--- config.mk ---
export PLATFORM = sky130hd
export DESIGN_NAME = wall_probe_arbiter_flat
export DESIGN_NICKNAME = d
export VERILOG_FILES = /design/src/rtl/wall_probe_arbiter_if.sv /design/src/rtl/wall_probe_arbiter.sv /design/src/flat_wrapper.sv
export SDC_FILE = /design/constraint.sdc
export NUM_CORES = 1
export LEC_CHECK = 0
export ABC_CLOCK_PERIOD_IN_PS = 4000
export BUFFER_PORTS_ARGS = -buffer_cell sky130_fd_sc_hd__buf_2
export CAP_MARGIN = 10
export CORE_UTILIZATION = 56
export DETAILED_ROUTE_END_ITERATION = 8
export GPL_ROUTABILITY_DRIVEN = 0
export GPL_TIMING_DRIVEN = 0
export PLACE_DENSITY_LB_ADDON = 0.1
export SLEW_MARGIN = 40
export SYNTH_ARGS = -nofsm -noshare
export SYNTH_HDL_FRONTEND = slang
export SYNTH_SLANG_ARGS = --single-unit
--- constraint.sdc ---
create_clock -name Clk -period 4 [get_ports Clk]
set_input_delay 0.2 -clock Clk [delete_from_list [all_inputs] [get_ports Clk]]
set_output_delay 0.2 -clock Clk [all_outputs]
set_load 0.1 [all_outputs]
--- src/rtl/wall_probe_arbiter_if.sv ---
// Bundles the requester handshake and the wall-ROM port of wall_probe_arbiter.
// The arbiter takes the slave view; the requester/ROM side takes the master view.
interface wall_probe_arbiter_if #(
  parameter int NUM_REQ = 4
);
  logic [NUM_REQ-1:0]    req;
  logic [10*NUM_REQ-1:0] req_x;
  logic [10*NUM_REQ-1:0] req_y;
  logic [2*NUM_REQ-1:0]  req_dir;
  logic [NUM_REQ-1:0]    ack;
  logic                  blocked;
  logic                  busy;
  logic                  wall_rd;
  logic [9:0]            wall_x;
  logic [9:0]            wall_y;
  logic                  wall_bit;

  modport slave (
    input  req, req_x, req_y, req_dir, wall_bit,
    output ack, blocked, busy, wall_rd, wall_x, wall_y
  );

  modport master (
    output req, req_x, req_y, req_dir, wall_bit,
    input  ack, blocked, busy, wall_rd, wall_x, wall_y
  );
endinterface

--- src/rtl/wall_probe_arbiter.sv ---
// Round-robin arbiter sharing one wall-map ROM port between sprite movers: two
// leading-edge corner probes per request, answered with a blocked flag and a one-cycle ack.
module wall_probe_arbiter #(
  parameter int NUM_REQ     = 4,
  parameter int SPRITE_SIZE = 16,
  parameter int ROM_LAT     = 2,
  parameter int X_MAX       = 639,
  parameter int Y_MAX       = 479
) (
  input  logic                Clk,
  input  logic                Reset_n,
  wall_probe_arbiter_if.slave bus
);

  localparam int          GW     = (NUM_REQ > 1) ? $clog2(NUM_REQ) : 1;
  localparam logic [10:0] S_W    = 11'(SPRITE_SIZE);
  localparam logic [10:0] XM_W   = 11'(X_MAX);
  localparam logic [10:0] YM_W   = 11'(Y_MAX);
  localparam logic [2:0]  CYC_B0 = 3'(1 + ROM_LAT);
  localparam logic [2:0]  CYC_B1 = 3'(2 + ROM_LAT);

  typedef enum logic [2:0] {IDLE, P0, P1, WAIT, RESP} state_t;

  typedef struct packed {
    logic       oor;
    logic [9:0] x;
    logic [9:0] y;
  } probe_t;

  // 11-bit arithmetic so the screen-edge tests see the carry / borrow.
  function automatic probe_t probe(input logic [9:0] x, input logic [9:0] y,
                                   input logic [1:0] dir, input logic second);
    logic [10:0] px;
    logic [10:0] py;
    logic        oor;
    px  = {1'b0, x};
    py  = {1'b0, y};
    oor = 1'b0;
    case (dir)
      2'b00: begin
        py  = {1'b0, y} - 11'd1;
        oor = (y == 10'd0);
        if (second) px = {1'b0, x} + S_W - 11'd1;
      end
      2'b01: begin
        py  = {1'b0, y} + S_W;
        oor = (py > YM_W);
        if (second) px = {1'b0, x} + S_W - 11'd1;
      end
      2'b10: begin
        px  = {1'b0, x} - 11'd1;
        oor = (x == 10'd0);
        if (second) py = {1'b0, y} + S_W - 11'd1;
      end
      default: begin
        px  = {1'b0, x} + S_W;
        oor = (px > XM_W);
        if (second) py = {1'b0, y} + S_W - 11'd1;
      end
    endcase
    return '{oor: oor, x: px[9:0], y: py[9:0]};
  endfunction

  state_t               state_q;
  logic [GW-1:0]        rr_q;
  logic [GW-1:0]        g_q;
  logic [2:0]           cyc_q;
  logic                 oor0_q;
  logic                 oor1_q;
  logic                 bit0_q;
  logic [NUM_REQ-1:0]   ack_q;
  logic                 blocked_q;
  logic                 busy_q;
  logic                 wall_rd_q;
  logic [9:0]           wall_x_q;
  logic [9:0]           wall_y_q;
  logic [9:0]           x_q;
  logic [9:0]           y_q;
  logic [1:0]           dir_q;

  logic [GW-1:0]        gnt_d;
  logic                 gnt_vld_d;
  logic [GW:0]          idx_d;
  probe_t               pr0_d;
  probe_t               pr1_d;

  always_comb begin
    gnt_d     = '0;
    gnt_vld_d = 1'b0;
    idx_d     = '0;
    for (int k = 0; k < NUM_REQ; k++) begin
      idx_d = {1'b0, rr_q} + (GW+1)'(k);
      if (idx_d >= (GW+1)'(NUM_REQ)) idx_d = idx_d - (GW+1)'(NUM_REQ);
      if (!gnt_vld_d && bus.req[idx_d[GW-1:0]]) begin
        gnt_vld_d = 1'b1;
        gnt_d     = idx_d[GW-1:0];
      end
    end
  end

  assign pr0_d = probe(bus.req_x[10*gnt_d +: 10], bus.req_y[10*gnt_d +: 10],
                       bus.req_dir[2*gnt_d +: 2], 1'b0);
  assign pr1_d = probe(x_q, y_q, dir_q, 1'b1);

  // Request payload is captured once at grant; no reset needed on pure data.
  always_ff @(posedge Clk) begin
    if (state_q == IDLE && gnt_vld_d) begin
      x_q   <= bus.req_x[10*gnt_d +: 10];
      y_q   <= bus.req_y[10*gnt_d +: 10];
      dir_q <= bus.req_dir[2*gnt_d +: 2];
    end
  end

  always_ff @(posedge Clk or negedge Reset_n) begin
    if (!Reset_n) begin
      state_q   <= IDLE;
      rr_q      <= '0;
      g_q       <= '0;
      cyc_q     <= '0;
      oor0_q    <= 1'b0;
      oor1_q    <= 1'b0;
      bit0_q    <= 1'b0;
      ack_q     <= '0;
      blocked_q <= 1'b0;
      busy_q    <= 1'b0;
      wall_rd_q <= 1'b0;
      wall_x_q  <= '0;
      wall_y_q  <= '0;
    end else begin
      ack_q     <= '0;
      blocked_q <= 1'b0;
      if (state_q != IDLE) cyc_q <= cyc_q + 3'd1;
      // Probe 0 answers in cycle 1+ROM_LAT, which may still be P1 when ROM_LAT = 1.
      if ((state_q == P1 || state_q == WAIT) && cyc_q == CYC_B0)
        bit0_q <= bus.wall_bit | oor0_q;
      case (state_q)
        IDLE: begin
          if (gnt_vld_d) begin
            state_q   <= P0;
            busy_q    <= 1'b1;
            g_q       <= gnt_d;
            cyc_q     <= 3'd1;
            oor0_q    <= pr0_d.oor;
            wall_rd_q <= ~pr0_d.oor;
            wall_x_q  <= pr0_d.x;
            wall_y_q  <= pr0_d.y;
          end
        end
        P0: begin
          state_q   <= P1;
          oor1_q    <= pr1_d.oor;
          wall_rd_q <= ~pr1_d.oor;
          wall_x_q  <= pr1_d.x;
          wall_y_q  <= pr1_d.y;
        end
        P1: begin
          state_q   <= WAIT;
          wall_rd_q <= 1'b0;
        end
        WAIT: begin
          if (cyc_q == CYC_B1) begin
            state_q    <= RESP;
            ack_q[g_q] <= 1'b1;
            blocked_q  <= bit0_q | bus.wall_bit | oor1_q;
          end
        end
        default: begin
          state_q <= IDLE;
          busy_q  <= 1'b0;
          rr_q    <= (g_q == GW'(NUM_REQ - 1)) ? '0 : g_q + 1'b1;
        end
      endcase
    end
  end

  assign bus.ack     = ack_q;
  assign bus.blocked = blocked_q;
  assign bus.busy    = busy_q;
  assign bus.wall_rd = wall_rd_q;
  assign bus.wall_x  = wall_x_q;
  assign bus.wall_y  = wall_y_q;

endmodule

--- src/flat_wrapper.sv ---
// flat-port wrapper written by rule: the top's interface ports become plain ports
module wall_probe_arbiter_flat 
#(
  parameter int NUM_REQ     = 4,
  parameter int SPRITE_SIZE = 16,
  parameter int ROM_LAT     = 2,
  parameter int X_MAX       = 639,
  parameter int Y_MAX       = 479
)
  (Clk, Reset_n, bus_req, bus_req_x, bus_req_y, bus_req_dir, bus_wall_bit, bus_ack, bus_blocked, bus_busy, bus_wall_rd, bus_wall_x, bus_wall_y);
  wall_probe_arbiter_if #(.NUM_REQ(NUM_REQ)) bus_i ();
  input  logic Clk;
  input  logic Reset_n;
  input wire logic [$bits(bus_i.req)-1:0] bus_req;
  input wire logic [$bits(bus_i.req_x)-1:0] bus_req_x;
  input wire logic [$bits(bus_i.req_y)-1:0] bus_req_y;
  input wire logic [$bits(bus_i.req_dir)-1:0] bus_req_dir;
  input wire logic [$bits(bus_i.wall_bit)-1:0] bus_wall_bit;
  output wire logic [$bits(bus_i.ack)-1:0] bus_ack;
  output wire logic [$bits(bus_i.blocked)-1:0] bus_blocked;
  output wire logic [$bits(bus_i.busy)-1:0] bus_busy;
  output wire logic [$bits(bus_i.wall_rd)-1:0] bus_wall_rd;
  output wire logic [$bits(bus_i.wall_x)-1:0] bus_wall_x;
  output wire logic [$bits(bus_i.wall_y)-1:0] bus_wall_y;
  assign bus_i.req = bus_req;
  assign bus_i.req_x = bus_req_x;
  assign bus_i.req_y = bus_req_y;
  assign bus_i.req_dir = bus_req_dir;
  assign bus_i.wall_bit = bus_wall_bit;
  assign bus_ack = bus_i.ack;
  assign bus_blocked = bus_i.blocked;
  assign bus_busy = bus_i.busy;
  assign bus_wall_rd = bus_i.wall_rd;
  assign bus_wall_x = bus_i.wall_x;
  assign bus_wall_y = bus_i.wall_y;
  wall_probe_arbiter #(.NUM_REQ(NUM_REQ), .SPRITE_SIZE(SPRITE_SIZE), .ROM_LAT(ROM_LAT), .X_MAX(X_MAX), .Y_MAX(Y_MAX)) u_core (.Clk(Clk), .Reset_n(Reset_n), .bus(bus_i));
endmodule
Word-level counts from Yosys, hierarchy flattened
Index checks and enable logic that the tools add are counted.
{ "totals": {"input_bits": 95, "regBits": 62, "wordCells": 147} }
{ "classes": {"n_reduce_logical": 29, "addsub": 19, "muxes": 47, "n_mul": 1, "n_eq_ne": 12, "shift": 3, "bitwise": 6, "order_cmp": 14} }
{ "ops": {"columns": ["operator", "n"], "rows": [
  ["$pmux W10 S2", 6],
  ["$shiftx A40 B7 Y10", 2],
  ["$sub A10 B1 Y10 const B", 6],
  ["$add A10 B5 Y11 const B", 4],
  ["$logic_not A10 Y1", 4],
  ["$gt A11 B10 Y1 const B", 2],
  ["$gt A11 B9 Y1 const B", 2],
  ["$mux W10", 2],
  ["$mux W2", 9],
  ["$lt A2 B3 Y1 const B", 5],
  ["$mux W3", 5],
  ["$mux W1", 13],
  ["$pmux W3 S4", 1],
  ["$reduce_and A2 Y1", 5],
  ["$eq A3 B2 Y1 const B", 3],
  ["$ge A3 B3 Y1 const B", 3],
  ["$pmux W1 S3", 3],
  ["$bmux W1 S2", 4],
  ["$mux W4", 2],
  ["$shiftx A8 B4 Y2", 1],
  ["$sub A2 B1 Y2 const B", 4],
  ["$add A2 B2 Y3 const B", 2],
  ["$eq A2 B2 Y1 const B", 3],
  ["$logic_and A1 B1 Y1", 6],
  ["other kinds (24)", 34]
]} }

Depth between registers and ports, before layout
Gate-level depths: netlist of the first run.
{ "logic_depth": {"ltp_word": 22, "depth_mapped": 15, "ltp_nobuf": 13} }

Least setup slack after synthesis of the first run
OpenSTA, ideal clock, no wires.
{ "synth_path": {"path_kind": "register to register", "startpoint": "reg u_core.rr_q[1]", "endpoint": "reg u_core.wall_rd_q (netlist: u_core.bus.wall_rd)", "t_required_ns": 3.818, "setup_slack_ns": 1.130, "arrival_ns": 2.688, "path_stages_with_launch": 14, "setup_time_ns": 0.182, "cell_sequence": "dfrtp_1 mux2i_1 nor2_1 nor3_4 buf_6 mux2i_1 mux2_2 inv_1 ha_1 and4b_1 a41oi_1 o211ai_1 o21ai_1 a31oi_1"} }
{ "synth_via": {"elab_chain_len": 22} }
{ "synth_rtl": {"columns": ["item", "line_no", "rtl"], "rows": [
  ["start, declared", "wall_probe_arbiter.sv:65", "logic [GW-1:0] rr_q;"],
  ["start signal, assigned", "wall_probe_arbiter.sv:170", "rr_q <= (g_q == GW'(NUM_REQ - 1)) ? '0 : g_q + 1'b1;"],
  ["branches (longest 22 deep; another with $add A2 B1 Y3)", null, null],
  ["end signal, assigned", "wall_probe_arbiter.sv:144", "wall_rd_q <= ~pr0_d.oor;"],
  ["end signal, assigned", "wall_probe_arbiter.sv:152", "wall_rd_q <= ~pr1_d.oor;"],
  ["end, declared", "wall_probe_arbiter.sv:74", "logic wall_rd_q;"]
]} }
Parallel ways; which one is timed is not known. The select of a mux whose other input is x is not followed.
A chain may end at the register's enable or synchronous reset.

Worst setup path after layout of the first run
Ends and elaborated chain as after synthesis.

==> impl_results.md, run 1 <==
- Placed Area: 6140 um2
- Via count: 5185
- Crit-path cells: mux2i_1 -> nor2_1 -> nor3_4 -> buf_6 -> mux2i_1 -> mux2_2 -> inv_1 -> ha_1 -> and4b_1 -> a41oi_1 -> o211ai_1 -> o21ai_1 -> a31oi_1
- Pins Over Slew Limit: 0
- Most frequent cells in the layout: 121 x buf_2, 52 x nor2_1, 52 x nand2_1
- EDFF count, synth: 22
- Worst slew pin tran: 0.714 ns
- Crit Path Category: reg2reg
- GRT Util Overall: 30.7%
- Hold Path Origin: bus_wall_bit
- Final setup violation count: 0
- Initial Util: 58.0%
- Min-delay worst type: in2reg
- RSZ-0062 raised after global routing: no
- LEAKAGE: 2.74 nW
- Rel. slew slack: 52.4%
- Share of cells above drive strength 1: 24.3%
- Routed wire length: 14800 um
- Worst skew pair latency: 0.36 ns
- Inst Count DP: 862
- Ys async rst share: 64.5%
- Fin crit share: 86.1%
- GRT overflow: 0
- Core area: 9240 um2
- Clk slew on worst S/H paths: 0.08 ns
- Buf/Inv on CP: 2
- TNS Setup: 0 ns
- CP top delay family: compound AO/OA/AOI/OAI gates
- Post-synthesis cell area: 5360 um2
- Initial antenna violation count: 0
- Worst R2R Path Depth: 13
- Synth Warn #: 0
- Max-cap violation count: 0
- Fillers: 772
- Chip height: 99.8 um
- Worst IR Drop VDD: 0.372 mV
- Chip width: 99.8 um
- FF-to-FF End: u_core.bus.wall_rd
- Num CTS Buffers: 9
- Hold Path End: u_core.bus.blocked
- Upper clock frequency limit: 290 MHz
- Drt initial violations: 225
- Post-route cell area: 6350 um2
- I/O Pins: 122
- CP max FO: 10
- DR WL/cell: 16.9 um
- Avg Cell Area, Syn: 8.76 um2
- Worst r2r src: u_core.rr_q[1]
- Final std cells w/o fill: 879
- H-tree lvl count: 3
- Root Buffer: clkbuf_8
- Nets: 870
- Worst endpoint required time: 4.20 ns
- First-pass GRT wire length: 23800 um
- Post-synthesis sequential area ratio: 31.0%
- CP Launch Type: flop
- CP max stage cell: dfrtp_1
- Flop-to-flop setup slack: 0.56 ns
- Yosys cell types: 68
- Tot Pwr: 4.55 mW
- Max Clock Skew: 0.0127 ns
- Largest net degree at the start of global routing: 41
- Most common library cell in the layout ignoring fill and taps: buf_2
- Element type at the critical path end: flop
- Syn-to-layout area delta: 18.4%
- Post-DP HPWL: 11200 um
- Sink Count: 62
- Hold Fails Final Rpt: 0
- TritonRoute pass-1 iters: 5
- Worst hold path cell count: 2
- CTS resizes: 0
- Finished Core Util: 68.7%
- Yosys reg bits: 62
- Routed Antenna Nets: 0
- CTS tree: yes
- Ys flop type: dfrtp_1
- Arrival @ worst endpoint: 3.65 ns
- Pwr dens: 716 nW/um2
- # diodes: 0
- CTS Buffer Depth: 2
- CP peak stage delay: 0.45 ns
- Post-Syn Nets: 737
- # rows: 35
- Crit path top cell by count: mux2i_1
- Min cycle time layout: 3.44 ns
- Outcome: finished, final reports clean
- DRC: 0
- Vias in the first global route: 4870
- Post-Synthesis Cells: 612
- Via-to-Cell Ratio: 5.90
- PortBufs: 121
- Die area: 9970 um2
==> worst register-to-register path, delay by kind of cell, from the launching register on <==
family | cells | cell delay (ns)
compound gates | 4 | 0.78
simple gates | 3 | 0.76
mux | 3 | 0.68
flops | 1 | 0.45
buf+inv | 2 | 0.36
fa+ha+maj | 1 | 0.28
==> cells by family after synthesis <==
logic type / count (synthesis) / share of synthesized area (%)
simple gates: 204 / 19.0
compound gates: 136 / 16.0
mux: 72 / 14.9
buf+inv: 69 / 5.70
flops: 62 / 31.0
xor+xnor: 39 / 6.37
fa+ha+maj: 30 / 7.00
==> power by group <==
part | internal, mW | leakage (nW) | switching [mW] | total [mW]
clock network | 0.271 | 0.104 | 0.297 | 0.568
registers | 0.899 | 0.685 | 0.146 | 1.05
logic | 0.866 | 1.95 | 2.07 | 2.93
total | 2.04 | 2.74 | 2.51 | 4.55
==> how the worst max path moves through the flow <==
stage                        start  cells past startpoint            endpoint
CTS                 u_core.rr_q[1]                     13  u_core.bus.wall_rd
detailed placement  u_core.rr_q[1]                     13  u_core.bus.wall_rd
finish              u_core.rr_q[1]                     13  u_core.bus.wall_rd
global placement    u_core.rr_q[1]                     13  u_core.bus.wall_rd
global route        u_core.rr_q[1]                     13  u_core.bus.wall_rd
floorplan           u_core.rr_q[1]                     13  u_core.bus.wall_rd
==> cell type report <==
class | instances | area (um2) | share of cell area [%]
buffer | 33 | 171 | 2.70
clock buffer | 10 | 149 | 2.35
clock inverter | 6 | 46.3 | 0.729
inverter | 36 | 135 | 2.13
multi-input combinational | 481 | 3400 | 53.6
sequential | 62 | 1660 | 26.2
tap | 129 | 161 | 2.54
timing repair buffer | 122 | 618 | 9.74
==> registers in the layout (all words and copies together) (netlist names) <==
signal,cells
u_core.bit0_q,1
u_core.bus.ack,4
u_core.bus.blocked,1
u_core.bus.busy,1
u_core.bus.wall_rd,1
u_core.bus.wall_x,10
u_core.bus.wall_y,10
u_core.cyc_q,3
u_core.dir_q,2
u_core.g_q,2
u_core.oor0_q,1
u_core.oor1_q,1
u_core.rr_q,2
u_core.state_q,3
u_core.x_q,10
u_core.y_q,10
==> metrics by stage <==
stage | setup slack [ns] | hold slack [ns]
floorplan | 1.13 | -0.0956
global placement | 0.700 | 0.379
detailed placement | 0.624 | 0.215
CTS | 0.592 | 0.0840
global route | 0.305 | 0.106
finish | 0.557 | 0.0986
==> metal layers <==
metal	global-route usage (%)	share of wire (%)	up-vias
li1	-	-	2485
met5	0	0	-
met2	48.9	46	255
met4	12.6	2.4	0
met3	5.08	7.9	32
met1	41.7	43	2413
==> synthesized netlist by cell type (4+ instances only) <==
cell | instances | area, um2
a211oi_1 | 9 | 67.6
a21oi_1 | 45 | 225
a31oi_1 | 5 | 31.3
and2_1 | 10 | 62.6
and3_1 | 6 | 37.5
buf_6 | 5 | 56.3
clkbuf_1 | 23 | 86.3
dfrtp_1 | 40 | 1000
edfxtp_1 | 22 | 661
ha_1 | 30 | 375
inv_1 | 30 | 113
inv_2 | 5 | 18.8
mux2_2 | 14 | 158
mux2i_1 | 51 | 510
nand2_1 | 52 | 195
nand3_1 | 15 | 75.1
nand3b_1 | 4 | 30.0
nand4_1 | 11 | 68.8
nor2_1 | 52 | 195
nor3_1 | 23 | 115
nor4_1 | 7 | 43.8
o211ai_1 | 9 | 67.6
o21a_1 | 5 | 37.5
o21ai_0 | 22 | 110
o21ai_1 | 5 | 25.0
o22ai_1 | 8 | 50.1
o31a_1 | 4 | 35.0
xnor2_1 | 25 | 219
xor2_1 | 14 | 123
==> what timing repair did <==
action,in CTS,in global routing
hold buffers,1,0
setup buffers,0,0
endpoints found under the hold margin,40,0
(Power assumes the default switching activity.)
==> run 2, diff against run 1 <==
- CELL_PAD_IN_SITES_DETAIL_PLACEMENT: default -> 1
- CELL_PAD_IN_SITES_GLOBAL_PLACEMENT: default -> 2
- CORE_UTILIZATION: 56 -> 33
==> impl_results.md, run 2 (synthesized netlist as in run 1, its figures left out) <==
- Outcome: finished, final reports clean
- PortBufs: 121 (unchanged)
- Initial Util: 33.7% (-24 points)
- Num CTS Buffers: 9 (unchanged)
- CP max FO: 9 (-1)
- Drt initial violations: 234 (+4.0%)
- First-pass GRT wire length: 27300 um (+15%)
- Setup Fix Bufs, Post-CTS: 0 (unchanged)
- CTS resizes: 0 (unchanged)
- Via count: 4974 (-4.1%)
- Worst IR Drop VDD: 0.303 mV (-19%)
- CTS Buffer Depth: 2 (unchanged)
- Flop-to-flop setup slack: 0.51 ns (-0.05 ns)
- Post-DP HPWL: 13600 um (+22%)
- Min cycle time layout: 3.49 ns (+0.0462 ns)
- Max Clock Skew: 0.00963 ns (-0.00309 ns)
- CP Launch Type: flop
- Syn-to-layout area delta: 23.1%
- Rel. slew slack: 44.5% (-7.9 points)
- Final setup violation count: 0 (unchanged)
- Hold-fix buffers, CTS: 1 (unchanged)
- Upper clock frequency limit: 287 MHz (-1.3%)
- Worst skew pair latency: 0.33 ns (-0.03 ns)
- Share of cells above drive strength 1: 24.3% (unchanged)
- Tot Pwr: 4.86 mW (+7.0%)
- Vias in the first global route: 5244 (+7.7%)
- Chip height: 129 um (+30%)
- Max-cap violation count: 0 (unchanged)
- Sink Count: 62 (unchanged)
- Most common library cell in the layout ignoring fill and taps: buf_2
- Most frequent cells in the layout: 121 x buf_2, 52 x nor2_1, 52 x nand2_1
- Worst slew pin tran: 0.811 ns (+0.0971 ns)
- Hold Fails Final Rpt: 0 (unchanged)
- Initial antenna violation count: 0 (unchanged)
- Min-delay worst type: in2reg
- Worst R2R Path Depth: 12 (-1)
- Routed Antenna Nets: 0 (unchanged)
- Arrival @ worst endpoint: 3.65 ns (about the same)
- Final hold slack: 0.125 ns (+0.0267 ns)
- # rows: 46 (+31%)
- TNS Setup: 0 ns (unchanged)
- TritonRoute pass-1 iters: 4 (-1)
- I/O Pins: 122 (unchanged)
- Clk slew on worst S/H paths: 0.06 ns (-0.02 ns)
- LEAKAGE: 2.81 nW (+2.4%)
- GRT Util Overall: 21.0% (-9.7 points)
- H-tree lvl count: 3 (unchanged)
- Routed wire length: 16700 um (+13%)
- # diodes: 0 (unchanged)
- Fillers: 1976 (+160%)
- CTS tree: yes
- Crit Path Category: reg2reg
- Via-to-Cell Ratio: 5.15 (-13%)
- Finished Core Util: 41.5% (-27 points)
- RSZ-0062 raised after global routing: no
- GRT overflow: 0 (unchanged)
- Placed Area: 6250 um2 (+1.9%)
- Worst endpoint required time: 4.16 ns (-0.04 ns)
- Core area: 15900 um2 (+72%)
- Area occupied by multi-input gates: 3400 um2 (unchanged)
- Root Buffer: clkbuf_16
- Largest net degree at the start of global routing: 41 (unchanged)
- Worst hold path cell count: 2 (unchanged)
- Pins Over Slew Limit: 0 (unchanged)
- Fin crit share: 87.2% (+1.2 points)
- Post-route cell area: 6600 um2 (+4.0%)
- DRC: 0 (unchanged)
- Chip width: 129 um (+30%)
- Element type at the critical path end: flop
- Die area: 16800 um2 (+68%)
- Seq. cell area: 1660 um2 (unchanged)
- Pwr dens: 737 nW/um2 (+2.9%)
- Nets: 870 (unchanged)
- DR WL/cell: 17.3 um (+2.5%)
[run 2: cell count changes in the layout (fill, tap and decap cells not counted)]
| cell | previous run | this run |
|---|---|---|
| clkinv_4 | 0 | 1 |
| inv_6 | 4 | 0 |
| clkinv_2 | 1 | 2 |
| bufinv_16 | 0 | 1 |
| inv_4 | 1 | 0 |
| clkbuf_8 | 9 | 1 |
| clkbuf_16 | 1 | 11 |
[run 2: metrics by stage]
step                      cells  setup WS, ns
after floorplan             612          1.13
after global placement      949         0.523
after detailed placement    949         0.505
after CTS                   966         0.472
after global routing        966         0.285
final                       966         0.511
[run 2: final timing paths]
kind | start | endpoint
worst min register to register | u_core.bus.busy | u_core.bus.busy
min in group asynchronous | Reset_n | u_core.bus.ack[0]
max in group asynchronous | Reset_n | u_core.bus.wall_y[9]
worst max-delay path | u_core.x_q[4] | u_core.bus.wall_rd
worst max register to register | u_core.x_q[4] | u_core.bus.wall_rd
worst min-delay path | bus_wall_bit | u_core.bus.blocked
[run 2: area by class of cell]
| type | instances | area share (%) |
|---|---|---|
| multi-input cells | 481 | 51.6 |
| flip-flops and latches | 62 | 25.2 |
| repair buffers | 122 | 9.37 |
| clock buffers | 12 | 4.38 |
| well taps | 216 | 4.10 |
| plain buffers | 33 | 2.60 |
| inverters | 36 | 2.05 |
| clock inverters | 4 | 0.739 |
[run 2: power breakdown]
part	total (mW)	switching, mW	internal, mW
combinational	2.95	2.08	0.868
clock	0.846	0.273	0.573
sequential	1.07	0.164	0.902
total	4.86	2.52	2.34
[run 2: critical path: stages (launching register included)]
cell and delay [ns]:
edfxtp_1 0.54, inv_1 0.19, ha_1 0.40, nand4_1 0.10
a2111oi_0 0.74, a21oi_1 0.15, nor2_1 0.14, nor2_1 0.05
a21oi_1 0.18, nor2_1 0.07, o31a_1 0.34, o32ai_1 0.36
a31oi_1 0.08
[run 2: layer usage]
metal,track usage (%),part of all wire [%],routed length (um),vias up
li1,-,-,-,2487
met1,29.1,49,8190,2347
met2,35.0,46,7670,130
met3,2.60,4.2,697,10
met4,4.10,0.79,131,0
met5,0,0,0,-
